## src/rtl/axi_ram_pkg.sv

```systemverilog
`default_nettype none
// ============================================================================
// Module      : axi_ram_pkg
// Description : Shared AXI constants, read-scheduler FSM encoding and the
//               arsize helper for the AXI RAM read path.
// Revision    : 1.0 - initial release
// ============================================================================
package axi_ram_pkg;

    localparam logic [1:0] AXI_BURST_INCR = 2'b01;
    localparam logic [1:0] AXI_RESP_OKAY  = 2'b00;

    typedef enum logic [1:0] {
        ST_IDLE = 2'd0,
        ST_ADDR = 2'd1,
        ST_DATA = 2'd2
    } state_t;

    // Beat size code: log2 of the number of bytes per data beat.
    function automatic logic [2:0] calc_arsize(input int unsigned data_width);
        logic [2:0]  v_size;
        int unsigned v_bytes;
        v_size  = 3'd0;
        v_bytes = data_width / 8;
        for (int i = 0; i < 8; i++) begin
            if ((32'd1 << i) == v_bytes) begin
                v_size = 3'(i);
            end
        end
        return v_size;
    endfunction

endpackage
`default_nettype wire

```

## src/rtl/axi_ram_rd_arbiter_rr_arbiter2.sv

```systemverilog
`default_nettype none
// ============================================================================
// Module      : rr_arbiter2
// Description : Two-way round-robin grant with a last-grant register that is
//               updated by a strobe when the granted transfer completes.
// Revision    : 1.0 - initial release
// ============================================================================
module rr_arbiter2 (
    input  logic       clk,
    input  logic       resetn,
    input  logic [1:0] req,
    input  logic       update,
    input  logic       update_idx,
    output logic [1:0] grant
);

    logic r_last_grant;

    // Starts at 1 so that client 0 wins the first contention.
    always_ff @(posedge clk or negedge resetn) begin
        if (!resetn) begin
            r_last_grant <= 1'b1;
        end else if (update) begin
            r_last_grant <= update_idx;
        end
    end

    always_comb begin
        grant = 2'b00;
        case (req)
            2'b01:   grant = 2'b01;
            2'b10:   grant = 2'b10;
            2'b11:   grant = r_last_grant ? 2'b01 : 2'b10;
            default: grant = 2'b00;
        endcase
    end

endmodule
`default_nettype wire

```

## src/rtl/axi_ram_rd_arbiter.sv

```systemverilog
`default_nettype none
// ============================================================================
// Module      : axi_ram_rd_arbiter
// Description : Shares the AXI RAM read channel between two burst clients,
//               one outstanding INCR burst at a time, round-robin granted.
// Revision    : 1.0 - initial release
// ============================================================================
module axi_ram_rd_arbiter
    import axi_ram_pkg::*;
#(
    parameter int DATA_WIDTH = 32,
    parameter int ADDR_WIDTH = 16,
    parameter int ID_WIDTH   = 8
) (
    input  logic                  clk,
    input  logic                  resetn,

    input  logic                  req0_valid,
    output logic                  req0_ready,
    input  logic [ADDR_WIDTH-1:0] req0_addr,
    input  logic [7:0]            req0_len,
    input  logic                  req1_valid,
    output logic                  req1_ready,
    input  logic [ADDR_WIDTH-1:0] req1_addr,
    input  logic [7:0]            req1_len,

    output logic [DATA_WIDTH-1:0] rd0_data,
    output logic                  rd0_valid,
    output logic                  rd0_last,
    input  logic                  rd0_ready,
    output logic [DATA_WIDTH-1:0] rd1_data,
    output logic                  rd1_valid,
    output logic                  rd1_last,
    input  logic                  rd1_ready,

    output logic [ID_WIDTH-1:0]   m_axi_arid,
    output logic [ADDR_WIDTH-1:0] m_axi_araddr,
    output logic [7:0]            m_axi_arlen,
    output logic [2:0]            m_axi_arsize,
    output logic [1:0]            m_axi_arburst,
    output logic                  m_axi_arvalid,
    input  logic                  m_axi_arready,
    input  logic [ID_WIDTH-1:0]   m_axi_rid,
    input  logic [DATA_WIDTH-1:0] m_axi_rdata,
    input  logic [1:0]            m_axi_rresp,
    input  logic                  m_axi_rlast,
    input  logic                  m_axi_rvalid,
    output logic                  m_axi_rready,

    output logic                  err
);

    localparam logic [2:0] c_arsize = calc_arsize(DATA_WIDTH);

    state_t                r_state;
    state_t                w_next_state;
    logic [ADDR_WIDTH-1:0] r_araddr;
    logic [7:0]            r_arlen;
    logic [ID_WIDTH-1:0]   r_arid;
    logic                  r_arvalid;
    logic [7:0]            r_beat_cnt;
    logic                  r_owner;
    logic                  r_err;

    logic [1:0]            w_grant;
    logic                  w_sel;
    logic                  w_req_hs;
    logic                  w_ar_hs;
    logic                  w_r_hs;
    logic                  w_cnt_zero;
    logic                  w_burst_done;
    logic                  w_beat_err;
    logic                  w_rd_last;

    rr_arbiter2 u_arb (
        .clk        (clk),
        .resetn     (resetn),
        .req        ({req1_valid, req0_valid}),
        .update     (w_burst_done),
        .update_idx (r_owner),
        .grant      (w_grant)
    );

    assign w_sel      = w_grant[1];
    assign req0_ready = (r_state == ST_IDLE) && w_grant[0];
    assign req1_ready = (r_state == ST_IDLE) && w_grant[1];
    assign w_req_hs   = (r_state == ST_IDLE) && (w_grant != 2'b00);
    assign w_ar_hs    = (r_state == ST_ADDR) && r_arvalid && m_axi_arready;
    assign w_r_hs     = (r_state == ST_DATA) && m_axi_rvalid && m_axi_rready;
    assign w_cnt_zero = (r_beat_cnt == 8'd0);

    // A burst ends on rlast, or on the expected final beat if rlast never comes.
    assign w_burst_done = w_r_hs && (m_axi_rlast || w_cnt_zero);
    assign w_rd_last    = m_axi_rlast || (m_axi_rvalid && w_cnt_zero);

    assign w_beat_err = w_r_hs && ((m_axi_rresp != AXI_RESP_OKAY) ||
                                   (m_axi_rid != r_arid) ||
                                   (m_axi_rlast && !w_cnt_zero) ||
                                   (!m_axi_rlast && w_cnt_zero));

    always_ff @(posedge clk or negedge resetn) begin
        if (!resetn) begin
            r_state <= ST_IDLE;
        end else begin
            r_state <= w_next_state;
        end
    end

    always_comb begin
        w_next_state = r_state;
        case (r_state)
            ST_IDLE: if (w_req_hs)     w_next_state = ST_ADDR;
            ST_ADDR: if (w_ar_hs)      w_next_state = ST_DATA;
            ST_DATA: if (w_burst_done) w_next_state = ST_IDLE;
            default:                   w_next_state = ST_IDLE;
        endcase
    end

    always_ff @(posedge clk or negedge resetn) begin
        if (!resetn) begin
            r_araddr   <= '0;
            r_arlen    <= 8'd0;
            r_arid     <= '0;
            r_arvalid  <= 1'b0;
            r_beat_cnt <= 8'd0;
            r_owner    <= 1'b0;
            r_err      <= 1'b0;
        end else begin
            if (w_req_hs) begin
                r_araddr   <= w_sel ? req1_addr : req0_addr;
                r_arlen    <= w_sel ? req1_len  : req0_len;
                r_beat_cnt <= w_sel ? req1_len  : req0_len;
                r_arid     <= ID_WIDTH'(w_sel);
                r_owner    <= w_sel;
                r_arvalid  <= 1'b1;
            end else if (w_ar_hs) begin
                r_arvalid  <= 1'b0;
            end
            if (w_r_hs && !w_cnt_zero) begin
                r_beat_cnt <= r_beat_cnt - 8'd1;
            end
            if (w_beat_err) begin
                r_err <= 1'b1;
            end
        end
    end

    // Data routing is a pure pass-through so the R channel sees no extra latency.
    always_comb begin
        rd0_data     = m_axi_rdata;
        rd1_data     = m_axi_rdata;
        rd0_valid    = 1'b0;
        rd1_valid    = 1'b0;
        rd0_last     = 1'b0;
        rd1_last     = 1'b0;
        m_axi_rready = 1'b0;
        if (r_state == ST_DATA) begin
            if (r_owner) begin
                rd1_valid    = m_axi_rvalid;
                rd1_last     = w_rd_last;
                m_axi_rready = rd1_ready;
            end else begin
                rd0_valid    = m_axi_rvalid;
                rd0_last     = w_rd_last;
                m_axi_rready = rd0_ready;
            end
        end
    end

    assign m_axi_arid    = r_arid;
    assign m_axi_araddr  = r_araddr;
    assign m_axi_arlen   = r_arlen;
    assign m_axi_arsize  = c_arsize;
    assign m_axi_arburst = AXI_BURST_INCR;
    assign m_axi_arvalid = r_arvalid;
    assign err           = r_err;

endmodule
`default_nettype wire

```

## config.mk

```make
export PLATFORM = sky130hd
export DESIGN_NAME = axi_ram_rd_arbiter
export DESIGN_NICKNAME = d
export VERILOG_FILES = /design/src/rtl/axi_ram_pkg.sv /design/src/rtl/axi_ram_rd_arbiter_rr_arbiter2.sv /design/src/rtl/axi_ram_rd_arbiter.sv
export SDC_FILE = /design/constraint.sdc
export NUM_CORES = 1
export LEC_CHECK = 0
export CORE_ASPECT_RATIO = 1.2
export CORE_MARGIN = 1.5
export CORE_UTILIZATION = 33
export DETAILED_ROUTE_END_ITERATION = 7
export PLACE_DENSITY = 0.85
export SLEW_MARGIN = 20
export SYNTH_ARGS = -nofsm -noshare
export SYNTH_HDL_FRONTEND = slang
export SYNTH_SLANG_ARGS = --single-unit
```

## constraint.sdc

```tcl
create_clock -name clk -period 2 [get_ports clk]
set_input_delay 0.4 -clock clk [delete_from_list [all_inputs] [get_ports clk]]
set_output_delay 0.4 -clock clk [all_outputs]
set_load 0.02 [all_outputs]
```

; After elaboration in Yosys (flattened, before gate mapping)
; Index checks and enable logic that the tools add are counted.
[totals]
ff_bits = 38
inputBits = 99
out_inout_bits = 110
elab_cells = 67
[op_classes]
addsub = 1
eq_ne = 9
muxes = 22
n_reduce_logical = 27
[ops]
columns = op, count
row1 = 2-to-1 mux 8 bit, 3
row2 = 2-to-1 mux 16 bit, 1
row3 = logical AND 1 bit, 13
row4 = 2-to-1 mux 1 bit, 12
row5 = one-hot mux 2 bit (3 select lines), 2
row6 = zero test 8 bit, 1
row7 = 2-to-1 mux 2 bit, 4
row8 = inequality test 8 x 1 -> 1 bit, 1
row9 = nonzero test 2 bit, 4
row10 = "subtractor 8 x 1 -> 8 bit, second input constant", 1
row11 = "== test 2 bit, second input constant", 3
row12 = logical OR 1 bit, 5
row13 = "== test 2 x 1 -> 1 bit, second input constant", 2
row14 = "inequality test 2 bit, second input constant", 2
row15 = AND reduction 3 bit, 1
row16 = zero test 1 bit, 2
row17 = zero test 2 bit, 1
row18 = "inequality test 2 x 1 -> 1 bit, second input constant", 1

; Logic depth before layout (Yosys ltp)
; Gate-level depths: netlist of run 1.
[depth]
ltp_word = 6
mapped_depth = 7
mapped_depth_nobuf = 6

; Cells and area by module
; From an unflattened synthesis of run 1, not the netlist that was laid out.
[hier_totals]
cells_unflattened = 277
hier_area_um2 = 2567.5
[by_module_without_submodules]
columns = mod, n_inst, cells_each, area_per_inst_um2
row1 = axi_ram_rd_arbiter, 1, 271, 2506.2
row2 = rr_arbiter2, 1, 6, 61.3

; Worst setup path before layout of run 1
; No wires, ideal clock.
[synth_timing]
path_kind = reg-to-output
start = reg r_beat_cnt[0]
end = out rd0_last
arrival_ns = 1.500
slack_ns = 0.100
path_stages_with_launch = 6
path_cell_list = dfrtp_1 > inv_1 > ha_1 > nor3b_2 > a31oi_1 > nor3_1
[synth_via]
elab_chain_cells = 5
[synth_rtl]
columns = item, line
row1 = from (decl), axi_ram_rd_arbiter.sv:61  ; logic [7:0] r_beat_cnt;
row2 = from (signal assigned), axi_ram_rd_arbiter.sv:132  ; r_beat_cnt <= w_sel ? req1_len : req0_len;
row3 = from (signal assigned), axi_ram_rd_arbiter.sv:140  ; r_beat_cnt <= r_beat_cnt - 8'd1;
row4 = zero test 8 bit, axi_ram_rd_arbiter.sv:90  ; assign w_cnt_zero = (r_beat_cnt == 8'd0);
row5 = logical AND 1 bit, axi_ram_rd_arbiter.sv:94  ; assign w_rd_last = m_axi_rlast || (m_axi_rvalid && w_cnt_zero);
row6 = logical OR 1 bit, axi_ram_rd_arbiter.sv:94
row7 = 2-to-1 mux 1 bit, axi_ram_rd_arbiter.sv:158  ; if (r_owner) begin
row8 = 2-to-1 mux 1 bit, axi_ram_rd_arbiter.sv:157  ; if (r_state == ST_DATA) begin
row9 = to (decl), axi_ram_rd_arbiter.sv:29  ; output logic rd0_last,
; No other way between the ends.

; Worst setup path after layout of run 1
[layout_timing]
start = reg r_beat_cnt[2]
end = out rd0_last
; Same word-level chain as after synthesis.

==> impl.org, run 1 <==
** Global route
- The initial antenna violation count came to 0.
- Wire length of the first global-routing pass :: 10400 um
- Number of global-route vias before repair :: 2154
- For this run, the total global-route usage over all layers was measured as 0.157.
- Entering global routing, the biggest net connects 39 pins.
- The total overflow left after global routing is 0.

** Clock network
- The longest clock path from root to sink contains 2 buffers.
- Post-CTS timing repair inserted 0 buffers for setup.
- Sink Count :: 38
- Clock tree from TritonCTS :: built
- The clock reaches the later pin of the worst-skew pair after 0.30 ns.
- Clock edge transition at the registers on the reported setup and hold paths :: 0.08 ns
- H-tree level count :: 2
- Total clock buffers created by CTS :: 5
- CTS root buffer :: sky130_fd_sc_hd__clkbuf_8

** Floorplanning
- Die footprint :: 8420 um^2
- Number of cell rows :: 35
- Chip height :: 100 um
- Placeable core region :: 7660 um^2
- During I/O placement, the number of pins put on the boundary was 209.
- Initial Util :: 0.339
- Die outline width :: 84.0 um

** Synthesis
- For this run, the number of Yosys warnings is 0.
- Sorting the synthesized cells by area gives the leading types as sky130_fd_sc_hd__dfrtp_1, sky130_fd_sc_hd__buf_4, sky130_fd_sc_hd__mux2i_1, sky130_fd_sc_hd__o21ai_0, sky130_fd_sc_hd__nand2_1.
- In this run, synthesis inferred 0 flip-flops with an integrated enable.
- The number of different library cells used by synthesis comes to 47.
- The share of synthesized area in the top cell type comes to 0.356.
- Average instance area after synthesis :: 9.42 um^2
- Most used DFF post-synth :: sky130_fd_sc_hd__dfrtp_1
- Share of synthesized flip-flops with an asynchronous set or reset :: 1.00
- Netlist area before placement :: 2600 um^2
- Proportion of synthesized chip area in sequential cells :: 0.366
- Leading area contributor after synthesis :: sky130_fd_sc_hd__dfrtp_1
- Post-Synthesis Cells :: 276
- Flops & latches, synth :: 38

** Route
- Summed over all layers, the routed wires come to 6490 um.
- Average routed wire per standard cell :: 15.3 um
- After detailed routing, the number of remaining DRC violations is 0.
- For this block, the via count after detailed routing is 2025.
- Via/cell ratio :: 4.76
- Once detail routing completed, the nets flagged for antenna violations numbered 0.
- DRT Pass-1 Iters :: 4
- Initial detailed-routing violation count :: 43

** Power
- Power spread over the standard cell area amounts to 1360 nW/um^2.
- IR analysis of the VDD net gives a maximum drop of 712 uV.
- Share of total power consumed by net switching :: 0.382
- Cell internal power was estimated by the tool at 2.93 mW.
- Part of the total power dissipated in sequential elements :: 0.302
- The share of total power dissipated in combinational logic is 0.526.
- Static Leak :: 1.55 nW
- The share of total power dissipated in the clock network is 0.172.
- Net switching power :: 1.81 mW

** Min path
- The min-delay analysis places its worst path in the category primary input to asynchronous set/reset pin.

** Finish
- Fill cells :: 715
- The area growth from synthesis to layout is 34.0%.
- Final antenna diode count :: 0
- Measured on the finished design, the core utilization comes to 0.454.
- Share of cells above drive strength 1 :: 0.162
- The net count of the finished layout is 433.

** Timing
- Final critical-path required period :: 2.01 ns
- The final count of hold timing violations was 0.
- Dividing the final minimum period by the clock period gives 1.01.
- Based on the critical path, the design can be clocked at up to 497 MHz.
- Setup violations remaining at the end of the flow were counted as 1.
- Setup skew after layout :: 0.00897 ns
- RSZ-0062 raised after global routing :: yes
- Worst hold margin :: 0.140 ns
- Post-layout worst setup margin :: -0.0111 ns
- Max-slew violations :: 0

** Place
- Final estimated routing congestion in global placement :: 0.794
- HPWL after detailed placement :: 5210 um
- Total of buffers placed on input and output ports :: 100

** Outcome
- The run finished, with violations left.
- Violated checks :: negative setup slack

** Setup path
- Reg-to-reg slack, setup :: 0.17 ns
- The worst setup path is of the register to primary output kind.
- Req. time, crit path :: 1.60 ns
- For the worst setup path, the data arrival time is 1.61 ns.
- The worst setup path is launched from a register.
- Worst setup EP type :: primary output
- Maximum fanout along the worst path :: 2

** Job
- MaxCap Viol Count :: 0
## area by class of cell
type                            instances  area, um^2  area share
Clock buffer                            6        82.6      0.0237
Clock inverter                          2        60.1      0.0172
Inverter                                5        18.8     0.00539
Multi-Input combinational cell        155        1060       0.304
Sequential cell                        38         952       0.273
Tap cell                               92         115      0.0331
Timing Repair Buffer                  127        1190       0.343
## through the flow
stage	cell area, um^2	cells	TNS, ns	worst slack (ns)	power [mW]
after global placement	3340	417	-2.06	-0.216	3.86
after detailed placement	3340	417	-2.90	-0.270	3.95
after global routing	3480	425	-0.110	-0.0769	5.03
after floorplan	2640	286	0	0.0998	2.92
after CTS	3470	425	-0.00809	-0.00809	4.76
final	3480	425	-0.0111	-0.0111	4.73
## worst max-delay path: stages, from the launching register on
cell,delay (ns)
sky130_fd_sc_hd__dfrtp_1,0.41
sky130_fd_sc_hd__nor4_4,0.38
sky130_fd_sc_hd__a31oi_2,0.16
sky130_fd_sc_hd__nor3_2,0.19
sky130_fd_sc_hd__buf_4,0.17
## worst paths after layout
check,from,endpoint,cells after the start
worst max-delay path,r_beat_cnt[2]$_DFFE_PN0P_,rd0_last,4
worst min-delay path,resetn,m_axi_araddr[10]$_DFFE_PN0P_,2
worst max register to register,r_beat_cnt[0]$_DFFE_PN0P_,r_beat_cnt[5]$_DFFE_PN0P_,8
worst min register to register,m_axi_araddr[9]$_DFFE_PN0P_,m_axi_araddr[9]$_DFFE_PN0P_,2
max in group asynchronous,resetn,u_arb.r_last_grant$_DFFE_PN1P_,2
min in group clk,m_axi_araddr[9]$_DFFE_PN0P_,m_axi_araddr[9]$_DFFE_PN0P_,2
## layout by cell type (no fill, tap or decap), drive strengths merged, types with 2 or more instances in the layout
master	netlist	layout
a211oi	3	3
a21o	4	4
a21oi	3	3
a221o	2	2
and3	3	3
buf	83	30
bufinv	0	2
clkbuf	5	7
clkdlybuf4s50	0	92
conb	2	12
dfrtp	37	37
dlygate4sd2	0	4
ha	2	2
inv	5	5
mux2i	27	27
nand2	26	26
nand2b	3	3
nor2	14	14
nor2b	2	2
nor3	5	5
nor4	5	5
o21a	4	4
o21ai	21	21
o311a	2	2
or3	2	2
## power by group through the flow
stage	combinational [mW]	clock [mW]	sequential, mW
floorplan	1.20	0	1.72
global placement	2.45	0	1.41
detailed placement	2.52	0	1.43
CTS	2.51	0.822	1.43
global route	2.72	0.850	1.47
finish	2.49	0.812	1.43
## cells by family (layout without fill, tap and decap cells)
group                    after synthesis  count (layout)  share of synthesized area
buffers and inverters                 93             140                      0.253
AND/OR/NAND/NOR                       65              65                      0.131
AO/OA/AOI/OAI                         47              47                      0.124
flip-flops                            38              38                      0.366
multiplexers                          28              28                      0.110
adder cells (fa/ha/maj)                2               2                    0.00963
other                                  2              12                    0.00289
XOR/XNOR                               1               1                    0.00337
## synthesized netlist by cell type (2+ instances only)
cell type,n
sky130_fd_sc_hd__nor3_1,4
sky130_fd_sc_hd__a21o_1,3
sky130_fd_sc_hd__inv_1,5
sky130_fd_sc_hd__dfrtp_1,37
sky130_fd_sc_hd__nor2b_1,2
sky130_fd_sc_hd__buf_4,77
sky130_fd_sc_hd__nand2b_1,3
sky130_fd_sc_hd__buf_6,2
sky130_fd_sc_hd__ha_1,2
sky130_fd_sc_hd__a211oi_1,2
sky130_fd_sc_hd__o21ai_0,20
sky130_fd_sc_hd__nand2_1,26
sky130_fd_sc_hd__nor4_1,4
sky130_fd_sc_hd__and3_1,3
sky130_fd_sc_hd__a21oi_1,3
sky130_fd_sc_hd__buf_2,3
sky130_fd_sc_hd__nor2_1,14
sky130_fd_sc_hd__conb_1,2
sky130_fd_sc_hd__clkbuf_1,5
sky130_fd_sc_hd__o311a_1,2
sky130_fd_sc_hd__o21a_1,4
sky130_fd_sc_hd__mux2i_1,26
sky130_fd_sc_hd__or3_1,2
sky130_fd_sc_hd__a221o_1,2
## flip-flops by register name, summed over array words and instances (netlist names)
signal,flops
err,1
r_state,2
m_axi_arlen,8
m_axi_araddr,16
r_beat_cnt,8
u_arb.r_last_grant,1
m_axi_arvalid,1
m_axi_arid,1
## routing by layer
metal / wire, um / up-vias / share of wire / global-route usage
met5: 0 / - / 0 / 0
met4: 334 / 0 / 0.051 / 0.102
met3: 646 / 37 / 0.10 / 0.0518
met2: 3400 / 108 / 0.52 / 0.292
met1: 2110 / 923 / 0.33 / 0.146
li1: - / 957 / - / -
## timing repair
action                     CTS  global route
gates resized for setup     16             7
hold buffers                 0             0
cloned                       0             0
setup endpoints to repair    7             3
hold endpoints to repair     0             0
pin swaps                    0             1
Note: power is estimated with default switching activity, not from simulation.
==> run 2: changes to the inputs <==
- ABC_AREA: unset -> 1
- CORE_UTILIZATION: 33 -> 34
- PLACE_DENSITY: 0.85 -> 0.86
==> run 2 against run 1 <==
Compared with the run above: the run now ends clean; sequential power fell by 3%; first-iteration DRC count rose by 21%; register-to-register slack improved by 0.18 ns; clock power fell by 32%; combinational power rose by 5%; global-route usage rose by 0.24 points; non-clock buffer count fell by 4; area after synthesis rose by 3.2%; critical path depth rose by 3; count of clock-buffer cells in the layout rose by 1; critical path type unchanged; largest cell class unchanged.
==> impl.org, run 2 <==
** Outcome
- Outcome :: completed (was finished, violations left)

** Setup path
- The kind of critical path is register to primary output (unchanged).
- The end of the worst register-to-register path is r_beat_cnt[1]$_DFFE_PN0P_ (was r_beat_cnt[5]$_DFFE_PN0P_).
- Ordered list of cells on the worst path :: inv_1 -> ha_1 -> nand2_2 -> nor2_4 -> a21oi_2 -> nor3_2 -> buf_2 (was nor4_4 -> a31oi_2 -> nor3_2 -> buf_4)
- Type of origin of the critical path :: register (unchanged)
- The register-to-register setup slack was 0.35 ns (was 0.17 ns).
- The maximum single-stage delay on the critical path was 0.38 ns (was 0.41 ns).
- The maximum fanout count along the critical path came to 2 (unchanged).
- The critical path arrival is 1.52 ns (was 1.61 ns).
- Worst setup EP type :: primary output (unchanged)
- Launch point of the worst reg-to-reg path :: u_arb.r_last_grant$_DFFE_PN1P_ (was r_beat_cnt[0]$_DFFE_PN0P_)
- The data required time at the worst endpoint came to 1.60 ns (about the same).
- Register-to-Register Path Depth :: 8 (unchanged)
- The critical path's slowest cell is sky130_fd_sc_hd__dfrtp_1 (unchanged).

** Power
- The power per cell area was 1320 nW/um^2 (was 1360 nW/um^2).
- The power after layout came to 4.55 mW (was 4.73 mW).
- The maximum ir drop on the vdd rail was 661 uV (was 712 uV).
- The reported leakage power came to 1.68 nW (was 1.55 nW).

** Route
- The number of remaining DRC errors came to 0 (unchanged).
- The first-pass detailed-route iteration total is 4 (unchanged).
- Total Routed Length :: 6430 um (was 6490 um)
- The wire length per cell after detailed routing came to 12.5 um (was 15.3 um).
- The post-detailed-route via-to-cell ratio was 4.58 (was 4.76).
- The remaining number of nets flagged by the antenna check after routing came to 0 (unchanged).
- Total number of vias :: 2358 (was 2025)
- The number of DRC markers in iteration 0 was 52 (was 43).

** Global route
- The number of global-route vias before repair was 2391 (was 2154).
- The wire length of the first global-routing pass was 10800 um (was 10400 um).
- The overall fraction of global-route tracks in use was 0.159 (was 0.157).
- The maximum number of pins on one net before global-route repair is 39 (unchanged).
- Total gr overflow :: 0 (unchanged)
- The initial antenna violation count was 0 (unchanged).

** Synthesis
- Commonest cells in the synthesized netlist: sky130_fd_sc_hd__nand2_1, sky130_fd_sc_hd__buf_4, sky130_fd_sc_hd__dfrtp_1, sky130_fd_sc_hd__nor2_1, sky130_fd_sc_hd__inv_1 (was sky130_fd_sc_hd__buf_4, sky130_fd_sc_hd__dfrtp_1, sky130_fd_sc_hd__mux2i_1, sky130_fd_sc_hd__nand2_1, sky130_fd_sc_hd__o21ai_0).
- The number of synthesized register bits was 38 (unchanged).
- Proportion of synthesized chip area in sequential cells :: 0.355 (was 0.366)
- Post-Synthesis Cells :: 367 (was 276)
- The number of warnings reported in the yosys synthesis log was 0 (unchanged).
- The top cell type's share of synthesized area is 0.345 (was 0.356).
- Dominant cell by count in the synthesized netlist :: sky130_fd_sc_hd__nand2_1 (was sky130_fd_sc_hd__buf_4)
- The area of the mapped netlist is 2680 um^2 (was 2600 um^2).
- The synthesized area divided by synthesized cell count came to 7.31 um^2 (was 9.42 um^2).
- The post-synthesis async set-or-reset flop share was 1.00 (unchanged).
- The most area-hungry cell type in the Yosys netlist is sky130_fd_sc_hd__dfrtp_1 (unchanged).
- Cell types occupying the most area after synthesis: sky130_fd_sc_hd__dfrtp_1, sky130_fd_sc_hd__buf_4, sky130_fd_sc_hd__nand2_1, sky130_fd_sc_hd__nor2_1, sky130_fd_sc_hd__o21ai_0 (was sky130_fd_sc_hd__dfrtp_1, sky130_fd_sc_hd__buf_4, sky130_fd_sc_hd__mux2i_1, sky130_fd_sc_hd__o21ai_0, sky130_fd_sc_hd__nand2_1).
- Most used DFF post-synth :: sky130_fd_sc_hd__dfrtp_1 (unchanged)
- Library cells used by synthesis :: 27 (was 47)
- Number of enable-type register cells in the synthesized netlist :: 0 (unchanged)

** Clock network
- Total clock buffers created by CTS :: 5 (unchanged)
- H-tree level count :: 2 (unchanged)
- CTS root buffer :: sky130_fd_sc_hd__clkbuf_8 (unchanged)
- Clock tree from TritonCTS :: built (unchanged)
- The maximum buffer depth of the clock tree came to 2 (unchanged).
- The CTS clock-pin slew for the worst setup and hold paths is 0.08 ns (about the same).
- Insertion delay to the later sink of the worst-skew pair :: 0.29 ns (was 0.30 ns)
- Sink Count :: 38 (unchanged)
- Post-cts hold buffer count :: 0 (unchanged)

** Place
- Final estimated routing congestion in global placement :: 0.889 (was 0.794)
- Total of buffers placed on input and output ports :: 100 (unchanged)
- The area after detailed placement was 3360 um^2 (was 3340 um^2).
- The detailed placement HPWL was 4870 um (was 5210 um).

** Floorplanning
- Die outline width :: 84.1 um (was 84.0 um)
- Chip height :: 100 um (about the same)
- Initial Util :: 0.350 (was 0.339)
- I/O pin cnt :: 209 (unchanged)
- The area of the die is 8430 um^2 (was 8420 um^2).
- Number of cell rows :: 35 (unchanged)
- Placeable core region :: 7660 um^2 (unchanged)

** Finish
- P&R area growth vs syn :: 29.0% (was 34.0%)
- Commonest non-fill, non-tap cells in the layout: sky130_fd_sc_hd__nand2_1, sky130_fd_sc_hd__clkdlybuf4s50_1, sky130_fd_sc_hd__dfrtp_1 (was sky130_fd_sc_hd__clkdlybuf4s50_1, sky130_fd_sc_hd__dfrtp_1, sky130_fd_sc_hd__buf_4).
- Share of cells above drive strength 1 :: 0.123 (was 0.162)
- Max reg flops :: 16 (unchanged)
- Final antenna diode count :: 0 (unchanged)
- The post-route cell area is 3460 um^2 (was 3480 um^2).
- The net count reported at finish came to 523 (was 433).
- Commonest non-fill, non-tap cell in the layout :: sky130_fd_sc_hd__nand2_1 (was sky130_fd_sc_hd__clkdlybuf4s50_1)

** Min path
- The class of the worst hold path is primary input to asynchronous set/reset pin (unchanged).

** Timing
- Final number of setup-violating endpoints :: 0 (was 1)
- The final clock skew came to 0.00344 ns (was 0.00897 ns).
- RSZ-0062 raised after global routing: no (was yes).
- The final cycle utilization of the critical path is 0.959 (was 1.01).
- The final count of hold timing violations was 0 (unchanged).
- Sum Neg Setup Slack :: 0 ns (was -0.0111 ns)
- The minimum period implied by the final worst setup slack is 1.92 ns (was 2.01 ns).
- Max-slew violations :: 0 (unchanged)
- The highest attainable clock frequency was 521 MHz (was 497 MHz).

** Job
- MaxCap Viol Count :: 0 (unchanged)
-- run 2: changes by cell type in the layout (fill, tap and decap cells not counted), moves of 7 or more --
cell / previous run / this run
sky130_fd_sc_hd__inv_1: 3 / 25
sky130_fd_sc_hd__mux2i_1: 26 / 0
sky130_fd_sc_hd__nand2_1: 26 / 98
sky130_fd_sc_hd__o21ai_1: 1 / 17
sky130_fd_sc_hd__nand3_1: 0 / 7
sky130_fd_sc_hd__nor2_1: 14 / 36
-- run 2: how the worst max path moves through the flow --
stage	cells past startpoint	start	end	slack, ns
final	7	r_beat_cnt[0]$_DFFE_PN0P_	rd0_last	0.08
after global routing	6	r_beat_cnt[2]$_DFFE_PN0P_	rd0_last	0.002
after CTS	7	r_beat_cnt[1]$_DFFE_PN0P_	rd1_last	0.02
after detailed placement	6	req0_valid	req0_ready	-0.23
after global placement	6	req1_valid	req0_ready	-0.22
after floorplan	6	r_beat_cnt[0]$_DFFE_PN0P_	rd0_last	0.13
-- run 2: metrics by stage --
step                      instances  worst slack [ns]  hold slack (ns)   util
after global placement          505            -0.218            0.448  0.439
after CTS                       513            0.0153            0.176  0.449
final                           515            0.0816            0.153  0.451
after global routing            515           0.00168            0.195  0.451
after floorplan                 377             0.134            0.104      -
after detailed placement        505            -0.234            0.454  0.439
-- run 2: layout make-up --
type                    instances  area [um^2]
clock buffers                   7         86.3
fillers                       753         4200
repair buffers                123         1140
well taps                      92          115
clock inverters                 1         5.00
flip-flops and latches         38          952
inverters                      29          109
multi-input cells             225         1050
-- run 2: worst max-delay path, delay by kind of cell (launching register included) --
kind / cells / cell delay [ns]
buf+inv: 2 / 0.27
compound gates: 1 / 0.08
flops: 1 / 0.38
simple gates: 3 / 0.34
fa+ha+maj: 1 / 0.16
-- run 2: logic make-up after synthesis --
| family | share of synthesized area |
|---|---|
| flops | 0.355 |
| other cells | 0.00280 |
| compound gates | 0.104 |
| xor+xnor | 0.00653 |
| simple gates | 0.249 |
| buf+inv | 0.273 |
| fa+ha+maj | 0.00933 |
-- run 2: layer usage --
| layer | global-route usage | wire (um) |
|---|---|---|
| met1 | 0.160 | 2380 |
| met5 | 0 | 0 |
| met4 | 0.0858 | 189 |
| met2 | 0.298 | 3370 |
| met3 | 0.0403 | 491 |
-- run 2: power breakdown --
part           switching [mW]  internal (mW)
Clock                   0.278          0.278
Sequential              0.228           1.15
Combinational            1.44           1.18
Total                    1.94           2.61
-- run 2: repair_timing --
item | in CTS | in global routing
setup buffers | 0 | 2
pin swaps | 0 | 2
endpoints found under the setup margin | 7 | 4
resized for setup | 15 | 10
==> run 3: changes to the inputs <==
- CORE_MARGIN: 1.5 -> 2
- SKIP_LAST_GASP: unset -> 1
- SLEW_MARGIN: 20 -> 5
==> run 3 against run 2 <==
Compared with the run above: hold slack worse by 0.011 ns; cell area up 0.25%; global-route usage fell by 0.60 points; clock skew up 0.0048 ns; critical path depth down 3; sequential power is essentially flat; register-to-register slack improved by 0.02 ns; core utilization up 0.11 points; power barely moved; fmax fell by 0.55%; via count increased by 1.6%; non-clock buffer count stayed put; critical path type is now primary input to primary output; highest routed layer unchanged.
==> impl.org, run 3 (same netlist as run 2, synthesis figures left out) <==
** Floorplanning
- Die outline width :: 85.1 um (was 84.1 um)
- Placeable core region :: 7660 um^2 (unchanged)
- Initial Util :: 0.350 (unchanged)
- I/O pin cnt :: 209 (unchanged)
- The area of the die was 8620 um^2 (was 8430 um^2).
- The number of placement rows was 35 (unchanged).
- Chip height :: 101 um (was 100 um)

** Finish
- Commonest non-fill, non-tap cells in the layout :: sky130_fd_sc_hd__nand2_1, sky130_fd_sc_hd__clkdlybuf4s50_1, sky130_fd_sc_hd__dfrtp_1 (unchanged)
- Finished Layout Cells :: 515 (unchanged)
- The number of antenna repair diodes is 0 (unchanged).
- Layout net count :: 523 (unchanged)
- Multi-input logic area :: 1050 um^2 (unchanged)
- Share of cells above drive strength 1 :: 0.123 (unchanged)
- Area occupied by registers :: 952 um^2 (unchanged)
- Max reg flops :: 16 (unchanged)
- The synthesis-to-finish area growth came to 29.4% (was 29.0%).
- The most frequent standard cell in the layout excluding fill and tap cells is sky130_fd_sc_hd__nand2_1 (unchanged).
- The count of fill cells added during filler insertion was 735 (was 753).

** Place
- Total of buffers placed on input and output ports :: 100 (unchanged)
- HPWL after detailed placement :: 4990 um (was 4870 um)
- The global placer's final weighted congestion is 0.852 (was 0.889).
- Placed Instances :: 505 (unchanged)

** Setup path
- The critical path arrival came to 1.53 ns (was 1.52 ns).
- The maximum fanout count along the critical path came to 3 (was 2).
- Register-to-Register Path Depth :: 8 (unchanged)
- Start-to-end type of the worst setup path :: primary input to primary output (was register to primary output)
- Launch point of the worst reg-to-reg path :: u_arb.r_last_grant$_DFFE_PN1P_ (unchanged)
- The type of element capturing the critical path was a primary output (unchanged).
- Type of origin of the critical path :: primary input (was register)
- Req. time, crit path :: 1.60 ns (about the same)
- Worst setup startpoint :: m_axi_rvalid (was r_beat_cnt[0]$_DFFE_PN0P_)

** Route
- Post-route ant nets :: 0 (unchanged)
- DRC viols :: 0 (unchanged)
- The wire length per cell after detailed routing came to 12.6 um (was 12.5 um).
- Total Routed Length :: 6500 um (was 6430 um)
- Via/cell ratio :: 4.65 (was 4.58)
- Initial detailed-routing violation count :: 66 (was 52)
- The first-pass detailed-route iteration total is 5 (was 4).
- Total number of vias :: 2396 (was 2358)

** Outcome
- Outcome :: completed (unchanged)

** Clock network
- Clock tree from TritonCTS :: built (unchanged)
- Post-cts hold buffer count :: 0 (unchanged)
- The total clock sinks came to 38 (unchanged).
- Insertion delay to the later sink of the worst-skew pair :: 0.29 ns (about the same)
- The maximum buffer depth of the clock tree was 2 (unchanged).
- The depth of the CTS H-tree is 2 (unchanged).
- The clock buffer count from CTS is 5 (unchanged).
- CTS root buffer :: sky130_fd_sc_hd__clkbuf_8 (unchanged)
- Clock edge transition at the registers on the reported setup and hold paths :: 0.08 ns (about the same)

** Power
- The maximum ir drop on the vdd rail is 645 uV (was 661 uV).
- Power density cells :: 1310 nW/um^2 (was 1320 nW/um^2)
- The reported leakage power was 1.68 nW (about the same).

** Global route
- Total gr overflow :: 0 (unchanged)
- The maximum number of pins on one net before global-route repair was 39 (unchanged).
- Tot GR Track Use :: 0.153 (was 0.159)
- The wire length of the first global-routing pass came to 10800 um (about the same).
- The initial antenna violation count is 0 (unchanged).
- The number of global-route vias before repair was 2399 (was 2391).

** Timing
- Sum Neg Setup Slack :: 0 ns (unchanged)
- Max-slew violations :: 0 (unchanged)
- The final clock skew was 0.00826 ns (was 0.00344 ns).
- Final critical-path required period :: 1.93 ns (was 1.92 ns)
- The highest attainable clock frequency was 518 MHz (was 521 MHz).
- The final cycle utilization of the critical path was 0.965 (was 0.959).
- The final number of setup-violating endpoints came to 0 (unchanged).
- Endpoints failing hold :: 0 (unchanged)

** Min path
- The class of the worst hold path was primary input to asynchronous set/reset pin (unchanged).

** Job
- MaxCap Viol Count :: 0 (unchanged)
run 3: final cells by class:
class / count / area share
flip-flops and latches: 38 / 0.275
clock buffers: 6 / 0.0238
clock inverters: 2 / 0.00361
inverters: 29 / 0.0314
well taps: 92 / 0.0332
repair buffers: 123 / 0.332
multi-input cells: 225 / 0.302
run 3: power breakdown:
group / leakage (nW) / switching, mW / internal, mW
Combinational: 1.17 / 1.44 / 1.18
Sequential: 0.454 / 0.224 / 1.15
Clock: 0.0472 / 0.290 / 0.277
run 3: path summary, 6_finish.rpt:
path / end / slack, ns
setup / recovery: rd0_valid / 0.07
hold / removal: m_axi_araddr[13]$_DFFE_PN0P_ / 0.14
setup reg to reg: r_beat_cnt[1]$_DFFE_PN0P_ / 0.37
hold reg to reg: m_axi_arlen[1]$_DFFE_PN0P_ / 0.49
max in group asynchronous: u_arb.r_last_grant$_DFFE_PN1P_ / 1.50
min in group clk: m_axi_arlen[1]$_DFFE_PN0P_ / 0.49
run 3: metal layers:
layer / up-vias / share of wire / track usage
met5: - / 0 / 0
met4: 0 / 0.036 / 0.0879
met3: 35 / 0.074 / 0.0367
met2: 97 / 0.52 / 0.276
met1: 1095 / 0.37 / 0.162
li1: 1169 / - / -
run 3: worst max-delay path, stage by stage:
cell,delay [ns]
sky130_fd_sc_hd__clkdlybuf4s50_1,0.53
sky130_fd_sc_hd__inv_1,0.07
sky130_fd_sc_hd__nor3_1,0.17
sky130_fd_sc_hd__dlygate4sd2_1,0.36
run 3: metrics by stage:
step | setup slack [ns] | instance area (um^2) | hold WS [ns] | utilization | power [mW]
after floorplan | 0.134 | 2720 | 0.104 | - | 3.01
final | 0.0710 | 3470 | 0.142 | 0.453 | 4.56
after global placement | -0.218 | 3360 | 0.448 | 0.439 | 3.91
after global routing | -0.00573 | 3470 | 0.184 | 0.453 | 4.90
after CTS | -0.136 | 3450 | 0.165 | 0.450 | 4.54
after detailed placement | -0.258 | 3360 | 0.470 | 0.439 | 3.99
run 3: timing repair:
action / CTS / global route
pin swaps: 0 / 2
resized for setup: 11 / 12
setup endpoints to repair: 7 / 4
cloned: 0 / 0
endpoints found under the hold margin: 0 / 0
buffers inserted: 0 / 2
